===== config.mk =====
export PLATFORM = sky130hd
export DESIGN_NAME = move_sequencer
export DESIGN_NICKNAME = d
export VERILOG_FILES = /design/src/rtl/move_seq_pkg.sv /design/src/rtl/settle_timer.sv /design/src/rtl/move_sequencer.sv
export SDC_FILE = /design/constraint.sdc
export NUM_CORES = 1
export LEC_CHECK = 0
export CAP_MARGIN = 20
export CORE_UTILIZATION = 30
export CTS_CLUSTER_SIZE = 25
export DETAILED_ROUTE_END_ITERATION = 10
export PLACE_DENSITY = 0.63
export SLEW_MARGIN = 10
export SYNTH_ARGS = -nofsm -noshare
export SYNTH_HDL_FRONTEND = slang
export SYNTH_SLANG_ARGS = --single-unit

===== constraint.sdc =====
create_clock -name clk -period 1.45 [get_ports clk]
set_input_delay 0.145 -clock clk [delete_from_list [all_inputs] [get_ports clk]]
set_output_delay 0.145 -clock clk [all_outputs]
set_load 0.01 [all_outputs]

===== src/rtl/move_seq_pkg.sv =====
// Shared encodings and defaults for the move_sequencer closed-loop driver.
package move_seq_pkg;

  localparam int STATE_W_DEF = 3;
  localparam int TIMEOUT_DEF = 15;
  localparam int SETTLE_DEF  = 1;

  localparam logic [2:0] ST_IDLE   = 3'd0;
  localparam logic [2:0] ST_CHECK  = 3'd1;
  localparam logic [2:0] ST_MOVE   = 3'd2;
  localparam logic [2:0] ST_SETTLE = 3'd3;
  localparam logic [2:0] ST_DONE   = 3'd4;
  localparam logic [2:0] ST_ERR    = 3'd5;

  typedef enum logic [2:0] {
    S_IDLE   = ST_IDLE,
    S_CHECK  = ST_CHECK,
    S_MOVE   = ST_MOVE,
    S_SETTLE = ST_SETTLE,
    S_DONE   = ST_DONE,
    S_ERR    = ST_ERR
  } state_e;

  // Counter width able to hold 0..n, never narrower than one bit.
  function automatic int cnt_w(input int n);
    return (n > 0) ? $clog2(n + 1) : 1;
  endfunction

endpackage


===== src/rtl/settle_timer.sv =====
// Down-counter loaded on MOVE exit; expired_o is high once SETTLE cycles have elapsed.
module settle_timer
  import move_seq_pkg::*;
#(
  parameter int SETTLE = SETTLE_DEF
) (
  input  logic clk,
  input  logic reset,
  input  logic load_i,
  input  logic en_i,
  output logic expired_o
);

  localparam int TW = cnt_w(SETTLE);
  localparam logic [TW-1:0] LOAD_VAL = TW'((SETTLE > 0) ? SETTLE - 1 : 0);

  logic [TW-1:0] cnt_q, cnt_d;

  always_comb begin
    cnt_d = cnt_q;
    if (load_i) begin
      cnt_d = LOAD_VAL;
    end else if (en_i && (cnt_q != '0)) begin
      cnt_d = cnt_q - TW'(1);
    end
  end

  always_ff @(posedge clk or posedge reset) begin
    if (reset) begin
      cnt_q <= '0;
    end else begin
      cnt_q <= cnt_d;
    end
  end

  assign expired_o = (cnt_q == '0);

endmodule


===== src/rtl/move_sequencer.sv =====
// Pulses move until state_in equals the latched target or the move budget runs out.
// States: IDLE wait req | CHECK compare/budget | MOVE pulse | SETTLE wait | DONE/ERR one-cycle result.
module move_sequencer
  import move_seq_pkg::*;
#(
  parameter int STATE_W = STATE_W_DEF,
  parameter int TIMEOUT = TIMEOUT_DEF,
  parameter int SETTLE  = SETTLE_DEF
) (
  input  logic                        clk,
  input  logic                        reset,
  input  logic                        req,
  input  logic [STATE_W-1:0]          target,
  input  logic [STATE_W-1:0]          state_in,
  output logic                        move,
  output logic                        busy,
  output logic                        done,
  output logic                        err,
  output logic [cnt_w(TIMEOUT)-1:0]   moves_used
);

  localparam int CW = cnt_w(TIMEOUT);
  localparam logic [CW-1:0] CNT_MAX = CW'(TIMEOUT);

  state_e             state_q, state_d;
  logic [STATE_W-1:0] tgt_q, tgt_d;
  logic [CW-1:0]      cnt_q, cnt_d;
  logic               move_q, busy_q, done_q, err_q;
  logic               settle_exp;

  settle_timer #(.SETTLE(SETTLE)) u_settle (
    .clk       (clk),
    .reset     (reset),
    .load_i    (state_q == S_MOVE),
    .en_i      (state_q == S_SETTLE),
    .expired_o (settle_exp)
  );

  always_comb begin
    state_d = state_q;
    tgt_d   = tgt_q;
    cnt_d   = cnt_q;
    case (state_q)
      S_IDLE: begin
        if (req) begin
          tgt_d   = target;
          cnt_d   = '0;
          state_d = S_CHECK;
        end
      end
      S_CHECK: begin
        if (state_in == tgt_q)    state_d = S_DONE;
        else if (cnt_q == CNT_MAX) state_d = S_ERR;
        else                       state_d = S_MOVE;
      end
      S_MOVE: begin
        cnt_d   = cnt_q + CW'(1);
        // With no settle time the next compare follows the pulse directly.
        state_d = (SETTLE > 0) ? S_SETTLE : S_CHECK;
      end
      S_SETTLE: begin
        if (settle_exp) state_d = S_CHECK;
      end
      S_DONE:  state_d = S_IDLE;
      S_ERR:   state_d = S_IDLE;
      default: state_d = S_IDLE;
    endcase
  end

  always_ff @(posedge clk or posedge reset) begin
    if (reset) begin
      state_q <= S_IDLE;
      tgt_q   <= '0;
      cnt_q   <= '0;
      move_q  <= 1'b0;
      busy_q  <= 1'b0;
      done_q  <= 1'b0;
      err_q   <= 1'b0;
    end else begin
      state_q <= state_d;
      tgt_q   <= tgt_d;
      cnt_q   <= cnt_d;
      move_q  <= (state_d == S_MOVE);
      busy_q  <= (state_d != S_IDLE);
      done_q  <= (state_d == S_DONE);
      err_q   <= (state_d == S_ERR);
    end
  end

  assign move       = move_q;
  assign busy       = busy_q;
  assign done       = done_q;
  assign err        = err_q;
  assign moves_used = cnt_q;

endmodule

[After elaboration in Yosys (flattened, before gate mapping)]
Index checks and enable logic that the tools add are counted.
Word-level totals
  register bits after elaboration: 15
  output and inout bits: 8
Cells by class
  $add $sub $neg: 2
  equality and inequality tests: 9
  multiplexer cells: 9
  reductions and logical operators: 7
Operators by type and width (count)
  $mux W3: 4
  $pmux W3 S4: 1
  $eq A3 B2 Y1 const B: 3
  $pmux W4 S2: 1
  $eq A3 B3 Y1 const B: 2
  $add A4 B1 Y4 const B: 1
  $eq A4 B4 Y1 const B: 1
  $mux W4: 1
  $reduce_and A2 Y1: 2
  $reduce_bool A2 Y1: 2
  $eq A3 B1 Y1 const B: 1
  $eq A3 B3 Y1: 1
  $logic_not A3 Y1: 1
  $reduce_bool A3 Y1: 1
  $mux W1: 2
  $ne A2 B2 Y1 const B: 1
  $logic_and A1 B1 Y1: 1
  $sub A1 B1 Y1 const B: 1

[Logic depth before layout (Yosys ltp)]
Gate-level depths: netlist of the first run.
  word-level depth: 5
  gate-level depth with buffers: 4
  mapped depth without buffers: 4

[Modules after synthesis]
From an unflattened synthesis of the first run, not the netlist that was laid out.
Second synthesis, totals
  cells, all modules: 68
  area total of the unflattened synthesis: 694.4 um2
Modules (own cells, without submodules)
  move_sequencer: times used 1, cells an instance 64, area an instance 649.4 um2, seq. area each 350.3 um2
  settle_timer: times used 1, cells an instance 4, area an instance 45.0 um2, seq. area each 25.0 um2

[Least setup slack after synthesis of the first run]
OpenSTA, ideal clock, no wires.
  path type: register to register
  start: register state_q[0]
  end: register cnt_q[3], in the netlist moves_used[3]
  setup time: 0.083 ns
  arrival: 1.272 ns
  setup slack: 0.095 ns
  stages on the path, launching flop included: 4
  path through: dfrtp_1 > nor3b_2 > mux2_2 > o21ai_0
Between the ends
  word-level cells in the longest chain between the ends: 3
  elaborated cells on any way between the ends: 6
Ends and longest elaborated chain
  from (decl): line move_sequencer.sv:25  | state_e state_q, state_d;
  from (signal assigned): line move_sequencer.sv:80  | state_q <= state_d;
  $eq A3 B2 Y1 / $logic_not A3 Y1 (equally long branches): line move_sequencer.sv:43  | case (state_q)
  $reduce_bool A2 Y1 (no line) / $ne A2 B2 Y1 (equally long branches)
  $reduce_and A2 Y1 (no line)
  to (signal assigned): line move_sequencer.sv:82  | cnt_q <= cnt_d;
  to (decl): line move_sequencer.sv:27  | logic [CW-1:0] cnt_q, cnt_d;
Parallel ways exist; a longest one is shown, timed or not.
A chain may end at the register's enable or synchronous reset.

[Worst setup path after layout of the first run]
  start: register cnt_q[2], in the netlist moves_used[2]
  end: output moves_used[2]
RTL lines
  to (decl): line move_sequencer.sv:19  | output logic [cnt_w(TIMEOUT)-1:0] moves_used
No word-level cell between the ends.

==> results of run 1 <==
==> layout by cell type (no fill, tap or decap), types with 2 or more instances in the layout <==
master           Yosys  layout
buf_4                0       6
nor3_1               3       3
nor2_1               3       3
clkbuf_4             0       3
and3_1               2       2
dfrtp_1             15      14
mux2_2               6       6
a21oi_1              2       2
xor2_1               3       3
inv_1                2       2
clkdlybuf4s50_1      0      16
==> registers in the layout, summed over array words and instances (netlist names) <==
register        cells
moves_used          4
state_q             3
tgt_q               3
busy                1
done                1
err                 1
move                1
u_settle.cnt_q      1
==> stage by stage <==
step / utilization (%) / total power [mW]
2_1_floorplan: - / 1.14
3_3_place_gp: 45.0 / 1.44
3_5_place_dp: 45.0 / 1.46
4_1_cts: 46.3 / 1.70
5_1_grt: 46.7 / 1.83
6_report: 46.7 / 1.69
==> kinds of logic (layout without fill, tap and decap cells) <==
| group | after synthesis | in the layout | synth area share, % |
|---|---|---|---|
| AND/OR/NAND/NOR | 17 | 17 | 18.4 |
| flip-flops | 15 | 15 | 55.2 |
| AO/OA/AOI/OAI | 7 | 7 | 7.55 |
| multiplexers | 7 | 7 | 11.4 |
| XOR/XNOR | 3 | 3 | 3.87 |
| buffers and inverters | 3 | 29 | 1.66 |
| adder cells (fa/ha/maj) | 1 | 1 | 1.84 |
==> layout make-up <==
type / count / area (um^2)
tap: 27 / 33.8
timing repair buffer: 22 / 205
inverter: 3 / 11.3
clock buffer: 3 / 22.5
multi-input combinational: 35 / 299
fill: 198 / 1090
clock inverter: 1 / 5.00
sequential: 15 / 377
==> path summary, 6_finish.rpt <==
check | startpoint | to | slack [ns]
setup reg to reg | state_q[2]$_DFF_PP0_ | moves_used[3]$_DFFE_PP0P_ | 0.08
hold / removal | reset | done$_DFF_PP0_ | 0.17
max in group asynchronous | reset | state_q[0]$_DFF_PP0_ | 1.09
setup / recovery | moves_used[2]$_DFFE_PP0P_ | moves_used[2] | 0.07
min in group clk | target[0] | tgt_q[0]$_DFFE_PP0P_ | 0.50
hold reg to reg | u_settle.cnt_q$_DFFE_PP0P_ | u_settle.cnt_q$_DFFE_PP0P_ | 0.50
==> report_power, final <==
group          internal, mW  leakage, nW  switching, mW  total (mW)
clock                 0.102       0.0177          0.125       0.227
combinational         0.469        0.216          0.281       0.750
sequential            0.570        0.189          0.147       0.718
total                  1.14        0.422          0.554        1.69
==> routing by layer <==
| layer | up-vias | global-route usage [%] | part of all wire (%) |
|---|---|---|---|
| met5 | - | 0 | 0 |
| met4 | 0 | 1.43 | 0 |
| met3 | 0 | 3.70 | 3.9 |
| met2 | 9 | 20.0 | 51 |
| met1 | 233 | 12.4 | 45 |
| li1 | 241 | - | - |
==> reports/metrics.yaml, run 1 <==
status:
  status: "completed"
clocking:
  cts_setup_buffers: 0
  path_clk_slew_ns: 0.09
  cts_tree: "done"
  cts_max_path_buffers: 2
  clockRootBuffer: "clkbuf_4"
  cts_resized: 0
  cts_max_level: 1
  insertion_delay_ns: 0.27
  cts-buffers-inserted: 3
  cts_sinks: 15
  hold_buffers: 0
yosys:
  synth-seq-cells: 15
  synth.distinct_cells: 25
  yosysWarnings: 0
  synth_most_common_cell: "dfrtp_1"
  synth-edff-count: 0
  synth_area_leaders: "dfrtp_1 55%, mux2_2 9.9%, xor2_1 3.9%"
  synth_area_um2: 679
  synthCells: 53
  synth_top_area_share_pct: 55.2
  synth_flop_cell: "dfrtp_1"
  ys_seq_area_share_pct: 55.2
  synth.cells.most_frequent: "15 x dfrtp_1, 6 x mux2_2, 3 x nor2_1, 3 x nor3_1, 3 x xor2_1"
  synthArstFlopShare_pct: 100
  synth.net_count: 63
  synth.largest_area_cell: "dfrtp_1"
  syn_avg_cell_area_um2: 12.8
sta:
  tightestPinTransition_ns: 0.293
  finalMaxSlewViolations: 0
  rsz0062_at_grt: "no"
  whs_ns: 0.168
  fin_crit_sh_pct: 95.2
  fmax_mhz: 725
  hold_viol: 0
  setup_tns_ns: 0
  fin_skew_ns: 0.00561
  setup-violations-final: 0
  setup_slack_ns: 0.0700
  finalCriticalPeriod_ns: 1.38
  slew_headroom_pct: 80.2
final_layout:
  stdcell_count: 106
  postLayoutCellArea_um2: 953
  post_route_cells_drive_above_1_share_pct: 29.1
  antenna_cells: 0
  syn2layout_area_growth_pct: 40.3
  fin_nets: 90
setup_path:
  crit_type: "reg2out"
  slowest_stage: "clkdlybuf4s50_1"
  path_buf_inv: 1
  path_depth: 1
  path_cells: "clkdlybuf4s50_1"
  worstRegToRegCells: 3
  cpPeakStageDelay_ns: 0.55
  cp.required_ns: 1.31
  cp_top_family: "buffers and inverters"
  startpoint_type: "flop"
  worstPathArrival_ns: 1.24
  critPathCaptureType: "primary output"
  critical_path.max_fanout: 4
routing:
  post_drt_wl_per_cell_um: 11.0
  num_vias: 483
  ant_nets: 0
  drtIter0Drc: 4
  drt-total-wl_um: 1160
  viasPerCell: 4.56
  drc: 0
  dr.pass1.iters: 2
die:
  die_h_um: 49.6
  dieArea_um2: 2460
  rows: 16
  die_w_um: 49.6
  start_util_pct: 33.3
  coreArea_um2: 2040
  ioPinCount: 17
power:
  leakagePower_nw: 0.422
  vdd_ir_drop_max_mv: 0.869
  p_per_area_nw_per_um2: 1780
placed_design:
  dpl_cell_area_um2: 918
  gp_congestion: 0.719
  io_buffer_count: 16
  dpl.hpwl_um: 931
  place_ws_ns: 0.0134
  place_inst: 102
hold_path:
  hold_class: "in2async"
global_route:
  grt_antenna_before_repair: 0
  grtUsageTotal_pct: 10.9
  grt_max_degree: 16
  grt_pass1_vias: 490
  gr-total-overflow: 0
  grt_pass1_wl_um: 2040
job:
  max-cap-violations: 0
(Power assumes the default switching activity.)
==> run 2, diff against run 1 <==
Settings changed: CTS_BUF_LIST from default to sky130_fd_sc_hd__clkbuf_8.
==> reports/metrics.yaml, run 2 (synthesis results as in run 1) <==
sta:
  rsz0062_at_grt: "no"  # unchanged
  tightestPinTransition_ns: 0.293  # about the same
  slew_headroom_pct: 80.2  # about the same
  finalCriticalPeriod_ns: 1.36  # was 1.38 ns
  fin_skew_ns: 0.00554  # was 0.00561 ns
  setup-violations-final: 0  # unchanged
  setup_slack_ns: 0.0867  # was 0.0700 ns
  fmax_mhz: 733  # was 725 MHz
  finalMaxSlewViolations: 0  # unchanged
  fin_crit_sh_pct: 94.0  # was 95.2%
  setup_tns_ns: 0  # unchanged
  whs_ns: 0.205  # was 0.168 ns
  hold_viol: 0  # unchanged
final_layout:
  multi_input_area_um2: 299  # unchanged
  post_route_cells_drive_above_1_share_pct: 29.1  # unchanged
  regArea_um2: 377  # unchanged
  antenna_cells: 0  # unchanged
  nFillCells: 196  # was 198
  final_common_cell: "clkdlybuf4s50_1"  # unchanged
  fin_nets: 90  # unchanged
  mostFrequentLayoutCells: "16 x clkdlybuf4s50_1, 14 x dfrtp_1, 6 x mux2_2, 6 x buf_4"  # unchanged
  postLayoutCellArea_um2: 972  # was 953 um^2
  final_core_util_pct: 47.6  # was 46.7%
  largest_register_ffs: 4  # unchanged
  syn2layout_area_growth_pct: 43.1  # was 40.3%
setup_path:
  critPathCaptureType: "flop"  # was primary output
  path_cells: "nor3b_4 -> mux2_2 -> o21ai_0"  # was clkdlybuf4s50_1
  slowest_stage: "dfrtp_1"  # was clkdlybuf4s50_1
  cpPeakStageDelay_ns: 0.48  # was 0.55 ns
  critical_path.max_fanout: 6  # was 4
  worstPathArrival_ns: 1.53  # was 1.24 ns
  startpoint_type: "flop"  # unchanged
  crit_type: "reg2reg"  # was reg2out
  cp.required_ns: 1.61  # was 1.31 ns
clocking:
  cts_sinks: 15  # unchanged
  clockRootBuffer: "clkbuf_8"  # was clkbuf_4
  cts_tree: "done"  # unchanged
  hold_buffers: 0  # unchanged
  cts_max_path_buffers: 2  # unchanged
  path_clk_slew_ns: 0.06  # was 0.09 ns
  cts-buffers-inserted: 3  # unchanged
  insertion_delay_ns: 0.24  # was 0.27 ns
  cts_max_level: 1  # unchanged
routing:
  viasPerCell: 4.52  # was 4.56
  drtIter0Drc: 3  # was 4
  drc: 0  # unchanged
  post_drt_wl_per_cell_um: 11.1  # was 11.0 um
  num_vias: 479  # was 483
  drt-total-wl_um: 1180  # was 1160 um
  dr.pass1.iters: 2  # unchanged
  ant_nets: 0  # unchanged
placed_design:
  gp_congestion: 0.719  # unchanged
  io_buffer_count: 16  # unchanged
  place_ws_ns: 0.0134  # unchanged
  dpl.hpwl_um: 931  # unchanged
  dpl_cell_area_um2: 918  # unchanged
global_route:
  grt_pass1_vias: 491  # was 490
  grt_pass1_wl_um: 2050  # was 2040 um
  grt_antenna_before_repair: 0  # unchanged
  grtUsageTotal_pct: 11.1  # was 10.9%
  gr-total-overflow: 0  # unchanged
  grt_max_degree: 16  # unchanged
power:
  power.share.clock_pct: 18.4  # was 13.4%
  intPower_mw: 1.23  # was 1.14 mW
  p_per_area_nw_per_um2: 1850  # was 1780 nW/um^2
  p_comb_share_pct: 41.7  # was 44.3%
  swShare_pct: 31.6  # was 32.7%
  vdd_ir_drop_max_mv: 1.06  # was 0.869 mV
  p_sw_mw: 0.569  # was 0.554 mW
  seqPwrFrac_pct: 39.9  # was 42.4%
  leakagePower_nw: 0.430  # was 0.422 nW
hold_path:
  hold_class: "in2async"  # unchanged
die:
  start_util_pct: 33.3  # unchanged
  die_w_um: 49.6  # unchanged
  coreArea_um2: 2040  # unchanged
  dieArea_um2: 2460  # unchanged
  rows: 16  # unchanged
  die_h_um: 49.6  # unchanged
  ioPinCount: 17  # unchanged
job:
  max-cap-violations: 0  # unchanged
status:
  status: "completed"  # unchanged
-- run 2: cell type report --
type	count	area share [%]
timing repair buffer	22	21.1
clock buffer	3	4.25
tap	27	3.47
sequential	15	38.7
inverter	3	1.16
clock inverter	1	0.515
multi-input combinational	35	30.8
-- run 2: timing repair --
item / CTS / global route
setup endpoints to repair: 0 / 2
setup buffers: 0 / 0
gates resized for setup: 0 / 2
-- run 2: metal layers --
metal | vias to the layer above | part of all wire (%) | track usage, %
li1 | 240 | - | -
met1 | 230 | 46 | 12.8
met2 | 9 | 50 | 19.6
met3 | 0 | 3.8 | 3.70
met4 | 0 | 0 | 2.86
met5 | - | 0 | 0
-- run 2: worst max-delay path, delay by kind of cell (launching register included) --
kind	cells	cell delay [ns]
flip-flops	1	0.48
multiplexers	1	0.37
AND/OR/NAND/NOR	1	0.28
AO/OA/AOI/OAI	1	0.16
-- run 2: through the flow --
stage | std cells | power, mW
after floorplan | 53 | 1.14
after global placement | 102 | 1.44
after detailed placement | 102 | 1.46
after CTS | 106 | 1.80
after global routing | 106 | 1.93
final | 106 | 1.80
-- run 2: path summary, 6_finish.rpt --
kind | startpoint | slack (ns) | cells after the start | end
max | state_q[2]$_DFF_PP0_ | 0.09 | 3 | moves_used[3]$_DFFE_PP0P_
min | reset | 0.21 | 3 | done$_DFF_PP0_
max reg2reg | state_q[2]$_DFF_PP0_ | 0.09 | 3 | moves_used[3]$_DFFE_PP0P_
min reg2reg | u_settle.cnt_q$_DFFE_PP0P_ | 0.49 | 1 | u_settle.cnt_q$_DFFE_PP0P_
max in group asynchronous | reset | 1.05 | 3 | state_q[0]$_DFF_PP0_
min in group clk | u_settle.cnt_q$_DFFE_PP0P_ | 0.49 | 1 | u_settle.cnt_q$_DFFE_PP0P_
-- run 2: power by group through the flow --
| stage | Clock [mW] | Combinational, mW | Sequential [mW] |
|---|---|---|---|
| final | 0.331 | 0.751 | 0.718 |
| after floorplan | 0 | 0.412 | 0.729 |
| after global routing | 0.356 | 0.830 | 0.744 |
| after global placement | 0 | 0.731 | 0.713 |
| after CTS | 0.343 | 0.746 | 0.711 |
| after detailed placement | 0 | 0.744 | 0.719 |
